==> src/rtl/noc_pkg.sv <==
// -----------------------------------------------------------------------------
// noc_pkg
// Shared definitions for the 3-port NoC router (East, West, Local).
//   - Flit field positions: valid bit, destination, source id, sequence count.
//   - 2-bit port code type and the codes of the three router ports.
//   - nextPort(): round-robin successor E -> W -> L -> E.
// -----------------------------------------------------------------------------
package noc_pkg;

  localparam int VALID_BIT = 0;
  localparam int DST_LSB   = 1;
  localparam int SRC_LSB   = 3;
  localparam int CNT_LSB   = 5;

  typedef logic [1:0] port_t;

  localparam port_t PORT_E = 2'b00;
  localparam port_t PORT_W = 2'b01;
  localparam port_t PORT_L = 2'b10;

  // Successor in the round-robin ring. Code 11 is not a real port, so it
  // folds back to East rather than getting stuck.
  function automatic port_t nextPort(input port_t p);
    port_t n;
    case (p)
      PORT_E:  n = PORT_W;
      PORT_W:  n = PORT_L;
      default: n = PORT_E;
    endcase
    return n;
  endfunction

endpackage

==> src/rtl/noc_port_arbiter_rr_pick3.sv <==
// -----------------------------------------------------------------------------
// rr_pick3
// Combinational three-way round-robin picker.
// Ports:
//   req [2:0]  requests, bit order {L,W,E}
//   ptr        port code that has highest priority this cycle
//   gnt [2:0]  one-hot grant {L,W,E}, zero when nothing requests
//   any        at least one request is present
// -----------------------------------------------------------------------------
module rr_pick3
  import noc_pkg::*;
(
  input  logic [2:0] req,
  input  port_t      ptr,
  output logic [2:0] gnt,
  output logic       any
);

  // Scan the requests starting at the pointer and walking E -> W -> L -> E.
  // The unused pointer code 11 is treated like East so the picker always
  // produces a legal grant.
  always_comb begin
    gnt = 3'b000;
    case (ptr)
      PORT_W: begin
        if (req[1])      gnt = 3'b010;
        else if (req[2]) gnt = 3'b100;
        else if (req[0]) gnt = 3'b001;
      end
      PORT_L: begin
        if (req[2])      gnt = 3'b100;
        else if (req[0]) gnt = 3'b001;
        else if (req[1]) gnt = 3'b010;
      end
      default: begin
        if (req[0])      gnt = 3'b001;
        else if (req[1]) gnt = 3'b010;
        else if (req[2]) gnt = 3'b100;
      end
    endcase
  end

  assign any = |req;

endmodule

==> src/rtl/noc_port_arbiter.sv <==
// -----------------------------------------------------------------------------
// noc_port_arbiter
// Output-port scheduler, one instance per router output port. Watches the
// show-ahead heads of the E/W/L input FIFOs, picks flits addressed to PORT_ID
// in round-robin order, pops the winner and registers it towards the
// downstream FIFO. The instance with DROP_INVALID=1 also discards heads whose
// valid bit is clear.
// Ports:
//   clk, reset                 clock, synchronous active-high reset
//   enable                     0 blocks all grants and drops
//   emptyE/W/L, headE/W/L      input FIFO status and head flits
//   downFull, downAlmostFull   downstream FIFO status
//   popE/W/L                   combinational FIFO read strobes
//   dataOut, writeOut          registered flit and write strobe
//   grant                      registered one-hot {L,W,E} of the last winner
// -----------------------------------------------------------------------------
module noc_port_arbiter
  import noc_pkg::*;
#(
  parameter int    WIDTH        = 16,
  parameter port_t PORT_ID      = PORT_E,
  parameter bit    DROP_INVALID = 1'b0
) (
  input  logic             clk,
  input  logic             reset,
  input  logic             enable,
  input  logic             emptyE,
  input  logic             emptyW,
  input  logic             emptyL,
  input  logic [WIDTH-1:0] headE,
  input  logic [WIDTH-1:0] headW,
  input  logic [WIDTH-1:0] headL,
  input  logic             downFull,
  input  logic             downAlmostFull,
  output logic             popE,
  output logic             popW,
  output logic             popL,
  output logic [WIDTH-1:0] dataOut,
  output logic             writeOut,
  output logic [2:0]       grant
);

  logic [2:0]       w_req;
  logic [2:0]       w_pick;
  logic             w_any;
  logic             w_stall;
  logic [2:0]       w_grant;
  logic [2:0]       w_drop;
  port_t            w_winner;
  logic [WIDTH-1:0] w_winData;

  port_t            r_ptr;
  logic [WIDTH-1:0] r_dataOut;
  logic             r_writeOut;
  logic [2:0]       r_grant;

  // A head requests this port when it is present, valid and addressed here.
  // Destination 11 never equals a real PORT_ID, so it is silently ignored.
  assign w_req[0] = enable & ~emptyE & headE[VALID_BIT] &
                    (headE[DST_LSB+1:DST_LSB] == PORT_ID);
  assign w_req[1] = enable & ~emptyW & headW[VALID_BIT] &
                    (headW[DST_LSB+1:DST_LSB] == PORT_ID);
  assign w_req[2] = enable & ~emptyL & headL[VALID_BIT] &
                    (headL[DST_LSB+1:DST_LSB] == PORT_ID);

  // A write registered now lands one edge later, so while a write is in
  // flight we must already back off on almost-full.
  assign w_stall = (r_writeOut & downAlmostFull) | (~r_writeOut & downFull);

  rr_pick3 u_pick (
    .req (w_req),
    .ptr (r_ptr),
    .gnt (w_pick),
    .any (w_any)
  );

  assign w_grant = (w_any & ~w_stall) ? w_pick : 3'b000;

  // Invalid heads are flushed in fixed priority E > W > L, independently of
  // the downstream stall. A drop and a grant never target the same input
  // because one needs the valid bit clear and the other set.
  always_comb begin
    w_drop = 3'b000;
    if (DROP_INVALID && enable) begin
      if (~emptyE & ~headE[VALID_BIT])      w_drop = 3'b001;
      else if (~emptyW & ~headW[VALID_BIT]) w_drop = 3'b010;
      else if (~emptyL & ~headL[VALID_BIT]) w_drop = 3'b100;
    end
  end

  assign popE = ~reset & (w_grant[0] | w_drop[0]);
  assign popW = ~reset & (w_grant[1] | w_drop[1]);
  assign popL = ~reset & (w_grant[2] | w_drop[2]);

  // Translate the one-hot grant into a port code and the matching head flit.
  always_comb begin
    w_winner  = PORT_E;
    w_winData = headE;
    if (w_grant[1]) begin
      w_winner  = PORT_W;
      w_winData = headW;
    end else if (w_grant[2]) begin
      w_winner  = PORT_L;
      w_winData = headL;
    end
  end

  // Output register and round-robin pointer. On a grant the flit is latched
  // and the pointer moves just past the winner; otherwise the strobe drops,
  // the flit holds and the pointer keeps its place. Reset discards any flit
  // that was about to be written.
  always_ff @(posedge clk) begin
    if (reset) begin
      r_dataOut  <= '0;
      r_writeOut <= 1'b0;
      r_grant    <= 3'b000;
      r_ptr      <= PORT_E;
    end else if (|w_grant) begin
      r_dataOut  <= w_winData;
      r_writeOut <= 1'b1;
      r_grant    <= w_grant;
      r_ptr      <= nextPort(w_winner);
    end else begin
      r_writeOut <= 1'b0;
      r_grant    <= 3'b000;
    end
  end

  assign dataOut  = r_dataOut;
  assign writeOut = r_writeOut;
  assign grant    = r_grant;

endmodule

==> config.mk <==
export PLATFORM = sky130hd
export DESIGN_NAME = noc_port_arbiter
export DESIGN_NICKNAME = d
export VERILOG_FILES = /design/src/rtl/noc_pkg.sv /design/src/rtl/noc_port_arbiter_rr_pick3.sv /design/src/rtl/noc_port_arbiter.sv
export SDC_FILE = /design/constraint.sdc
export NUM_CORES = 1
export LEC_CHECK = 0
export CORE_MARGIN = 2
export CORE_UTILIZATION = 25
export CTS_BUF_LIST = sky130_fd_sc_hd__clkbuf_4 sky130_fd_sc_hd__clkbuf_8
export CTS_CLUSTER_SIZE = 12
export DETAILED_ROUTE_END_ITERATION = 16
export GPL_ROUTABILITY_DRIVEN = 0
export SYNTH_ARGS = -nofsm -noshare
export SYNTH_HDL_FRONTEND = slang
export SYNTH_SLANG_ARGS = --single-unit
==> constraint.sdc <==
create_clock -name clk -period 3.61 [get_ports clk]
set_clock_uncertainty 0.05 [all_clocks]
set_input_delay 0.9025 -clock clk [delete_from_list [all_inputs] [get_ports clk]]
set_output_delay 0.9025 -clock clk [all_outputs]
set_load 0.1 [all_outputs]
==> impl_metrics.toml, run 1 <==
[outcome]
outcome = "complete, no violations"

[detailed_routing]
wl_per_cell_um = 14.2
routed-via-count = 1333
drt_wl_total_um = 3980
detail-route-antenna-nets = 0
drt-initial-drc-count = 50
dr.pass1.iters = 4
drcViolationCount = 0
viasPerCell = 4.78

[power]
totalPowerFinal_w = 0.000537
cellLeakagePower_nw = 0.823
irDropWorstVdd_mv = 0.145
power_density_nw_per_um2 = 253

[timing]
timing.final.crit_period_ns = 3.51
final_max_slew_viol_count = 0
setup_violations = 0
worstMarginPinSlew_ns = 0.958
grt_setup_unrepaired = "no"
max-slew-margin-rel_pct = 36.0
fin_ws_ns = 0.101
final_min_period_over_clock_period_pct = 97.2
worst_hold_slack_ns = 0.381
timing_hold_violations_final = 0
achievable-frequency_mhz = 285

[yosys]
synth_sequential_area_ratio_pct = 36.3
synth_fp_nets = 201
synth-async-reset-ratio_pct = 0
synth_largest_type_area_fraction_pct = 36.3
post_synth_inst_count = 143
count_of_synthesis_stage_warnings_from_yosys = 0
synthesized_cell_area_um2 = 1210
synth.top_cells.by_area = "sky130_fd_sc_hd__dfxtp_1, sky130_fd_sc_hd__o32ai_1, sky130_fd_sc_hd__a211oi_1"
synth_edf_count = 0
postSynthAreaPerCell_um2 = 8.50
synthDistinctLibCells = 34
dominantRegCellSynth = "sky130_fd_sc_hd__dfxtp_1"
yosys_register_bits = 22
synth_area_leader_cell = "sky130_fd_sc_hd__dfxtp_1"

[placement]
placement.io_buffers = 78
hpwl_um = 2930
pre_cts_slack_ns = 0.102
placed_cells_incl_taps = 276
placed_area_um2 = 2080

[setup_path]
critPathTopFamily = "simple AND/OR/NAND/NOR gates"
crit_fanout = 2
critical-path-max-stage-delay_ns = 0.49
worstPathRequired_ns = 2.66
worst-endpoint-arrival_ns = 2.56
cp_cell_sequence = "clkdlybuf4s50_1 -> nand2_2 -> or4_4 -> a22o_1 -> and2_1 -> nor2b_4 -> buf_12"
timing_worst_setup_path_type = "in2out"
timing.critical_path.slowest_stage_cell = "sky130_fd_sc_hd__clkdlybuf4s50_1"
critPathCaptureType = "primary output"
cp_num_buf_inv = 2
startpoint_type = "input pin"

[clock_network]
worstSkewPairLatency_ns = 0.26
numClockSinks = 22
cts.clk_slew.worst_paths_ns = 0.07
h_tree_level_count = 1
clk_root_buffer_cell = "sky130_fd_sc_hd__clkbuf_8"
count_of_buffers_added_by_post_cts_timing_repair_for_setup = 0
cts_hold_buf = 0
post_cts_resized = 0
clk_path_buf_depth = 2
cts_tree = "done"
tritoncts.num_buffers = 3

[final_layout]
most-common-layout-cells = "sky130_fd_sc_hd__clkdlybuf4s50_1, sky130_fd_sc_hd__buf_4, sky130_fd_sc_hd__nor2_1, sky130_fd_sc_hd__dfxtp_1, sky130_fd_sc_hd__inv_1"
nFillCells = 487
synthToLayoutAreaGrowth_pct = 75.0
antenna-diode-count = 0
fin_area_um2 = 2130
design.final.nets = 285
register_area_um2 = 440
final_cells = 279
post_route_cells_drive_above_1_share_pct = 19.1
multi_input_area_um2 = 659
layout.cells.most_common = "sky130_fd_sc_hd__clkdlybuf4s50_1"

[die]
design.die.area_um2 = 5430
boundary_pins = 79
core_region_area_um2 = 4690
floorplan.die.width_um = 73.7
die_height_um = 73.7
floorplan.initialDensity_pct = 25.9
row_count = 25

[global_route]
grt_pass1_wl_um = 6230
grt-ovfl-total = 0
via_count_of_the_first_global_routing_pass = 1330
globalRouteTotalUtil_pct = 14.7
grt_start_max_net_pins = 17
grt_antenna_before_repair = 0

[hold_path]
hp-class = "reg2reg"

[job]
cap_violations = 0
metal layers:
layer | vias up | part of all wire [%] | track usage [%]
li1 | 682 | - | -
met4 | 0 | 0.35 | 3.03
met3 | 2 | 11 | 5.21
met2 | 64 | 44 | 24.1
met1 | 585 | 45 | 18.7
met5 | - | 0 | 0
cells in the mapped netlist, types with 2 or more instances:
cell type	count
sky130_fd_sc_hd__inv_1	19
sky130_fd_sc_hd__a221o_1	2
sky130_fd_sc_hd__clkbuf_1	6
sky130_fd_sc_hd__o32ai_1	12
sky130_fd_sc_hd__a211oi_1	13
sky130_fd_sc_hd__ha_1	2
sky130_fd_sc_hd__buf_2	2
sky130_fd_sc_hd__and3b_1	2
sky130_fd_sc_hd__dfxtp_1	22
sky130_fd_sc_hd__nand2_1	3
sky130_fd_sc_hd__a21boi_0	13
sky130_fd_sc_hd__nor4_1	2
sky130_fd_sc_hd__nor2_1	23
sky130_fd_sc_hd__nor2b_1	2
state kept, by name (all words and copies together) (netlist names):
name and flops:
dataOut 16, grant 3, r_ptr 2, writeOut 1
final timing paths:
check / start / endpoint / slack, ns / cells past startpoint
min reg2reg: dataOut[2] / dataOut[2] / 0.38 / 2
min: dataOut[2] / dataOut[2] / 0.38 / 2
max reg2reg: r_ptr[0] / dataOut[8] / 1.01 / 9
max: enable / popL / 0.10 / 7
cell type report:
cell class,instances,area share (%)
tap,54,3.18
clock buffer,3,1.94
sequential,22,20.7
timing repair buffer,89,39.8
inverter,19,3.35
multi-input combinational,92,31.0
stage by stage:
stage / setup TNS [ns] / utilization, %
5_1_grt: 0 / 45.3
2_1_floorplan: -0.105 / -
6_report: 0 / 45.3
3_3_place_gp: 0 / 44.4
4_1_cts: 0 / 45.3
3_5_place_dp: 0 / 44.4
logic make-up after synthesis:
logic type                 count (synthesis)  synth area share [%]
DFF                                       22                  36.3
buffers and inverters                     29                  10.7
muxes                                      1                 0.824
and+or+nand+nor                           43                  19.0
AOI/OAI and AO/OA                         46                  31.2
adders and majority gates                  2                  2.06
tightest hold or removal path: cells and delay by family (launching register included):
kind / cells / cell delay, ns
buffers and inverters: 1 / 0.05
DFF: 1 / 0.31
and+or+nand+nor: 1 / 0.03
power by group:
group / internal, W / switching [W]
Combinational: 0.0000756 / 0.0000631
Clock: 0.0000743 / 0.0000750
Sequential: 0.000247 / 0.00000213
Note: power is estimated with default switching activity, not from simulation.
==> run 2, diff against run 1 <==
--- a/config.mk
+++ b/config.mk
@@ -11,6 +11,7 @@
 export CTS_CLUSTER_SIZE = 12
 export DETAILED_ROUTE_END_ITERATION = 16
 export GPL_ROUTABILITY_DRIVEN = 0
+export PLACE_DENSITY = 0.61
 export SYNTH_ARGS = -nofsm -noshare
 export SYNTH_HDL_FRONTEND = slang
 export SYNTH_SLANG_ARGS = --single-unit
==> impl_metrics.toml, run 2 (synthesis gave the netlist of run 1 again) <==
[outcome]
outcome = "complete, no violations"

[timing]
setup_violations = 0
timing.final.crit_period_ns = 3.51
worst_hold_slack_ns = 0.382
final_max_slew_viol_count = 0
achievable-frequency_mhz = 285
grt_setup_unrepaired = "no"
worstMarginPinSlew_ns = 0.962
final_min_period_over_clock_period_pct = 97.3
max-slew-margin-rel_pct = 35.7
timing_hold_violations_final = 0
fin_ws_ns = 0.0983

[final_layout]
largest_register_ffs = 16
layout.cells.most_common = "sky130_fd_sc_hd__clkdlybuf4s50_1"
antenna-diode-count = 0
multi_input_area_um2 = 668
post_route_cells_drive_above_1_share_pct = 19.1
register_area_um2 = 440
design.final.nets = 285
fin_area_um2 = 2130
most-common-layout-cells = "sky130_fd_sc_hd__clkdlybuf4s50_1, sky130_fd_sc_hd__buf_4, sky130_fd_sc_hd__nor2_1, sky130_fd_sc_hd__dfxtp_1, sky130_fd_sc_hd__inv_1"
nFillCells = 454
synthToLayoutAreaGrowth_pct = 75.7
finalCoreUtilization_pct = 45.5
final_cells = 279

[clock_network]
cts_tree = "done"
numClockSinks = 22
clk_root_buffer_cell = "sky130_fd_sc_hd__clkbuf_8"
worstSkewPairLatency_ns = 0.26
cts_hold_buf = 0
tritoncts.num_buffers = 3
h_tree_level_count = 1
clk_path_buf_depth = 2
cts.clk_slew.worst_paths_ns = 0.07

[setup_path]
worst-endpoint-arrival_ns = 2.56
timing_worst_setup_path_type = "in2out"
crit_fanout = 2
critPathCaptureType = "primary output"
worstPathRequired_ns = 2.66
startpoint_type = "input pin"

[detailed_routing]
routed-via-count = 1347
met1Wirelength_um = 1740
dr.pass1.iters = 4
route.top_layer_used = "met4"
met2_routed_wirelength_um = 1790
drcViolationCount = 0
wl_met3_um = 417
drt_wl_total_um = 3960
wl_per_cell_um = 14.2
drt-initial-drc-count = 28
detail-route-antenna-nets = 0
viasPerCell = 4.83

[placement]
hpwl_um = 2920
pre_cts_slack_ns = 0.0963
placed_area_um2 = 2080
placed_cells_incl_taps = 276
placement.io_buffers = 78

[job]
cap_violations = 0

[die]
core_region_area_um2 = 4690
floorplan.initialDensity_pct = 25.9
floorplan.die.width_um = 73.7
boundary_pins = 79
row_count = 25
die_height_um = 73.7
design.die.area_um2 = 5430

[global_route]
grt_start_max_net_pins = 17
grt-ovfl-total = 0
grt_antenna_before_repair = 0
globalRouteTotalUtil_pct = 14.5
grt_pass1_wl_um = 6220
via_count_of_the_first_global_routing_pass = 1359

[power]
cellLeakagePower_nw = 0.829
irDropWorstVdd_mv = 0.123
power_density_nw_per_um2 = 252

[hold_path]
hp-class = "reg2reg"
run 2: final timing paths:
| check | slack, ns | endpoint | cells after the start | from |
|---|---|---|---|---|
| worst max register to register | 1.01 | dataOut[7] | 9 | r_ptr[0] |
| worst min-delay path | 0.38 | dataOut[2] | 2 | dataOut[2] |
| worst min register to register | 0.38 | dataOut[2] | 2 | dataOut[2] |
| worst max-delay path | 0.1 | popL | 7 | enable |
run 2: through the flow:
| step | setup TNS (ns) | power (W) |
|---|---|---|
| after floorplan | -0.105 | 0.000319 |
| after global placement | 0 | 0.000393 |
| after detailed placement | 0 | 0.000394 |
| final | 0 | 0.000538 |
| after global routing | 0 | 0.000563 |
| after CTS | 0 | 0.000547 |
run 2: layout make-up:
| cell class | instances | share of cell area (%) |
|---|---|---|
| Timing Repair Buffer | 89 | 39.6 |
| Multi-Input combinational cell | 92 | 31.3 |
| Sequential cell | 22 | 20.6 |
| Inverter | 19 | 3.34 |
| Tap cell | 54 | 3.17 |
| Clock buffer | 3 | 1.93 |
run 2: worst max-delay path, cell delays in order:
cell and delay [ns]:
sky130_fd_sc_hd__clkdlybuf4s50_1 0.49, sky130_fd_sc_hd__nand2_2 0.06, sky130_fd_sc_hd__or4_4 0.42, sky130_fd_sc_hd__a22o_1 0.23, sky130_fd_sc_hd__and2_1 0.15, sky130_fd_sc_hd__nor2b_4 0.14, sky130_fd_sc_hd__buf_12 0.16
run 2: where the power goes:
group / switching [W] / internal (W) / total [W]
clock network: 0.0000753 / 0.0000743 / 0.000150
logic: 0.0000639 / 0.0000761 / 0.000140
registers: 0.00000222 / 0.000247 / 0.000249
total: 0.000141 / 0.000397 / 0.000538
run 2: repair_timing:
item | 4_1_cts | 5_1_grt
resized for setup | 0 | 1
hold endpoints to repair | 0 | 0
setup endpoints to repair | 0 | 1
setup buffers | 0 | 0
run 2: routing by layer:
metal  global-route usage, %  up-vias
li1                        -      682
met1                    18.2      603
met2                    24.7       60
met3                    3.84        2
met4                    3.43        0
met5                       0        -
==> run 3, diff against run 2 <==
--- a/config.mk
+++ b/config.mk
@@ -11,7 +11,7 @@
 export CTS_CLUSTER_SIZE = 12
 export DETAILED_ROUTE_END_ITERATION = 16
 export GPL_ROUTABILITY_DRIVEN = 0
-export PLACE_DENSITY = 0.61
+export PLACE_DENSITY = 0.63
 export SYNTH_ARGS = -nofsm -noshare
 export SYNTH_HDL_FRONTEND = slang
 export SYNTH_SLANG_ARGS = --single-unit
==> constraint.sdc (replaced) <==
create_clock -name clk -period 2.8 [get_ports clk]
set_clock_uncertainty 0.05 [all_clocks]
set_input_delay 0.7 -clock clk [delete_from_list [all_inputs] [get_ports clk]]
set_output_delay 0.7 -clock clk [all_outputs]
set_load 0.1 [all_outputs]
==> impl_metrics.toml, run 3 (synthesis gave the netlist of run 1 again) <==
[setup_path]
worst_reg2reg_path_endpoint = "dataOut[15]"
crit-reg2reg-launch = "r_ptr[0]"
critical-path-max-stage-delay_ns = 0.36
cp_cell_sequence = "dlygate4sd2_1 -> nor4b_4 -> nand4_1 -> a221o_1 -> nor2_4 -> buf_12"
critPathTopFamily = "simple AND/OR/NAND/NOR gates"
startpoint_type = "input pin"
worstPathRequired_ns = 2.05
r2r_slack_ns = 0.32
cp_num_buf_inv = 2
timing.critical_path.slowest_stage_cell = "sky130_fd_sc_hd__a221o_1"
worst-endpoint-arrival_ns = 2.02
timing_worst_setup_path_type = "in2out"
rr_worst_depth = 11
crit_fanout = 3
critPathCaptureType = "primary output"

[detailed_routing]
met1Wirelength_um = 1720
route.top_layer_used = "met4"
routed-via-count = 1372
detail-route-antenna-nets = 0
wl_per_cell_um = 13.8
drt_wl_total_um = 3970
wl_met3_um = 147
viasPerCell = 4.76
drcViolationCount = 0
met2_routed_wirelength_um = 2050
dr.pass1.iters = 4
drt-initial-drc-count = 57

[final_layout]
design.final.nets = 293
post_route_cells_drive_above_1_share_pct = 27.4
fin_area_um2 = 2190
most-common-layout-cells = "sky130_fd_sc_hd__clkdlybuf4s50_1, sky130_fd_sc_hd__buf_4, sky130_fd_sc_hd__nor2_1, sky130_fd_sc_hd__dfxtp_1, sky130_fd_sc_hd__inv_1"
layout.cells.most_common = "sky130_fd_sc_hd__clkdlybuf4s50_1"
nFillCells = 481
antenna-diode-count = 0
synthToLayoutAreaGrowth_pct = 80.2
largest_register_ffs = 16

[clock_network]
h_tree_level_count = 1
cts_tree = "done"
cts_hold_buf = 0
cts.clk_slew.worst_paths_ns = 0.08
clk_root_buffer_cell = "sky130_fd_sc_hd__clkbuf_8"
tritoncts.num_buffers = 3
worstSkewPairLatency_ns = 0.26
numClockSinks = 22
clk_path_buf_depth = 2

[hold_path]
min-delay-start = "dataOut[1]"
hold_path_end = "dataOut[1]"
worst_hold_path_cells = 2
hp-class = "reg2reg"

[power]
power_density_nw_per_um2 = 335
power.net_switching_w = 0.000193
irDropWorstVdd_mv = 0.143
switching_share_pct = 26.4
power.combinational.fraction_pct = 24.7
pwr-share-seq_pct = 43.7
clock_power_share_pct = 31.6
power_report.internal_total_w = 0.000540
cellLeakagePower_nw = 0.898

[global_route]
grt_start_max_net_pins = 16
grt_pass1_wl_um = 6000
grt_antenna_before_repair = 0
via_count_of_the_first_global_routing_pass = 1304
globalRouteTotalUtil_pct = 14.0
grt-ovfl-total = 0

[timing]
worst_hold_slack_ns = 0.383
max-slew-margin-rel_pct = 74.3
worstMarginPinSlew_ns = 0.382
final_max_slew_viol_count = 0
fin_ws_ns = 0.0255
setup_violations = 0
timing.final.crit_period_ns = 2.77
achievable-frequency_mhz = 360
timing_hold_violations_final = 0
final_min_period_over_clock_period_pct = 99.1

[die]
floorplan.die.width_um = 73.7
design.die.area_um2 = 5430
row_count = 25
core_region_area_um2 = 4690
die_height_um = 73.7
floorplan.initialDensity_pct = 25.9
boundary_pins = 79

[job]
cap_violations = 0

[placement]
placement.io_buffers = 78
pre_cts_slack_ns = -0.325
placed_area_um2 = 2140
hpwl_um = 3030

[outcome]
outcome = "complete, no violations"
-- run 3: cell count changes in the layout (fill, tap and decap cells not counted), moves of 2 or more --
cell                              previous run  this run
sky130_fd_sc_hd__clkdlybuf4s50_1            56        41
sky130_fd_sc_hd__clkbuf_2                    0         3
sky130_fd_sc_hd__buf_2                       0         2
sky130_fd_sc_hd__buf_4                      30        39
sky130_fd_sc_hd__buf_6                       0         2
sky130_fd_sc_hd__dlygate4sd2_1               0         5
-- run 3: worst register-to-register path, stage by stage (launching register included) --
cell and delay, ns:
sky130_fd_sc_hd__dfxtp_1 0.36, sky130_fd_sc_hd__inv_1 0.06, sky130_fd_sc_hd__ha_1 0.33, sky130_fd_sc_hd__or3_1 0.34, sky130_fd_sc_hd__nand4_1 0.14, sky130_fd_sc_hd__buf_4 0.12, sky130_fd_sc_hd__buf_4 0.09, sky130_fd_sc_hd__a221oi_2 0.04
sky130_fd_sc_hd__a221o_1 0.31, sky130_fd_sc_hd__or2_1 0.24, sky130_fd_sc_hd__buf_4 0.17, sky130_fd_sc_hd__o32ai_1 0.13
-- run 3: power groups by stage --
stage | combinational (W) | clock (W) | sequential, W
after global placement | 0.000185 | 0 | 0.000327
after global routing | 0.000192 | 0.000250 | 0.000321
final | 0.000181 | 0.000232 | 0.000320
after floorplan | 0.0000479 | 0 | 0.000364
after CTS | 0.000182 | 0.000238 | 0.000320
after detailed placement | 0.000185 | 0 | 0.000327
-- run 3: final cells by class --
type | count | area, um2 | share of cell area [%]
inverters | 19 | 71.3 | 3.26
clock buffers | 4 | 55.1 | 2.51
flip-flops and latches | 22 | 444 | 20.3
multi-input cells | 92 | 674 | 30.8
well taps | 54 | 67.6 | 3.09
repair buffers | 97 | 877 | 40.1
-- run 3: repair_timing --
item | 4_1_cts | 5_1_grt
endpoints found under the setup margin | 17 | 3
resized for setup | 30 | 6
pin swaps | 9 | 7
setup buffers | 3 | 0
-- run 3: through the flow --
stage	std cells	power, W	TNS (ns)	utilization [%]
4_1_cts	288	0.000740	-0.000266	46.8
3_5_place_dp	281	0.000513	-5.66	45.5
5_1_grt	288	0.000762	-0.0199	46.7
2_1_floorplan	143	0.000412	-0.212	-
6_report	288	0.000733	0	46.7
3_3_place_gp	281	0.000513	-5.28	45.5
-- run 3: worst max-delay path by stage --
stage,cells past startpoint,slack (ns),from,end
6_report,6,0.03,headW[0],popW
5_1_grt,6,-0.02,downAlmostFull,popW
4_1_cts,6,-0.0003,headE[2],popL
3_5_place_dp,9,-0.32,enable,dataOut[12]
3_3_place_gp,9,-0.30,enable,dataOut[5]
2_1_floorplan,5,-0.12,emptyW,popW
-- run 3: layer usage --
layer	vias up	track usage, %
met5	-	0
met4	0	3.03
met3	4	1.65
met2	36	24.5
met1	635	18.3
li1	697	-
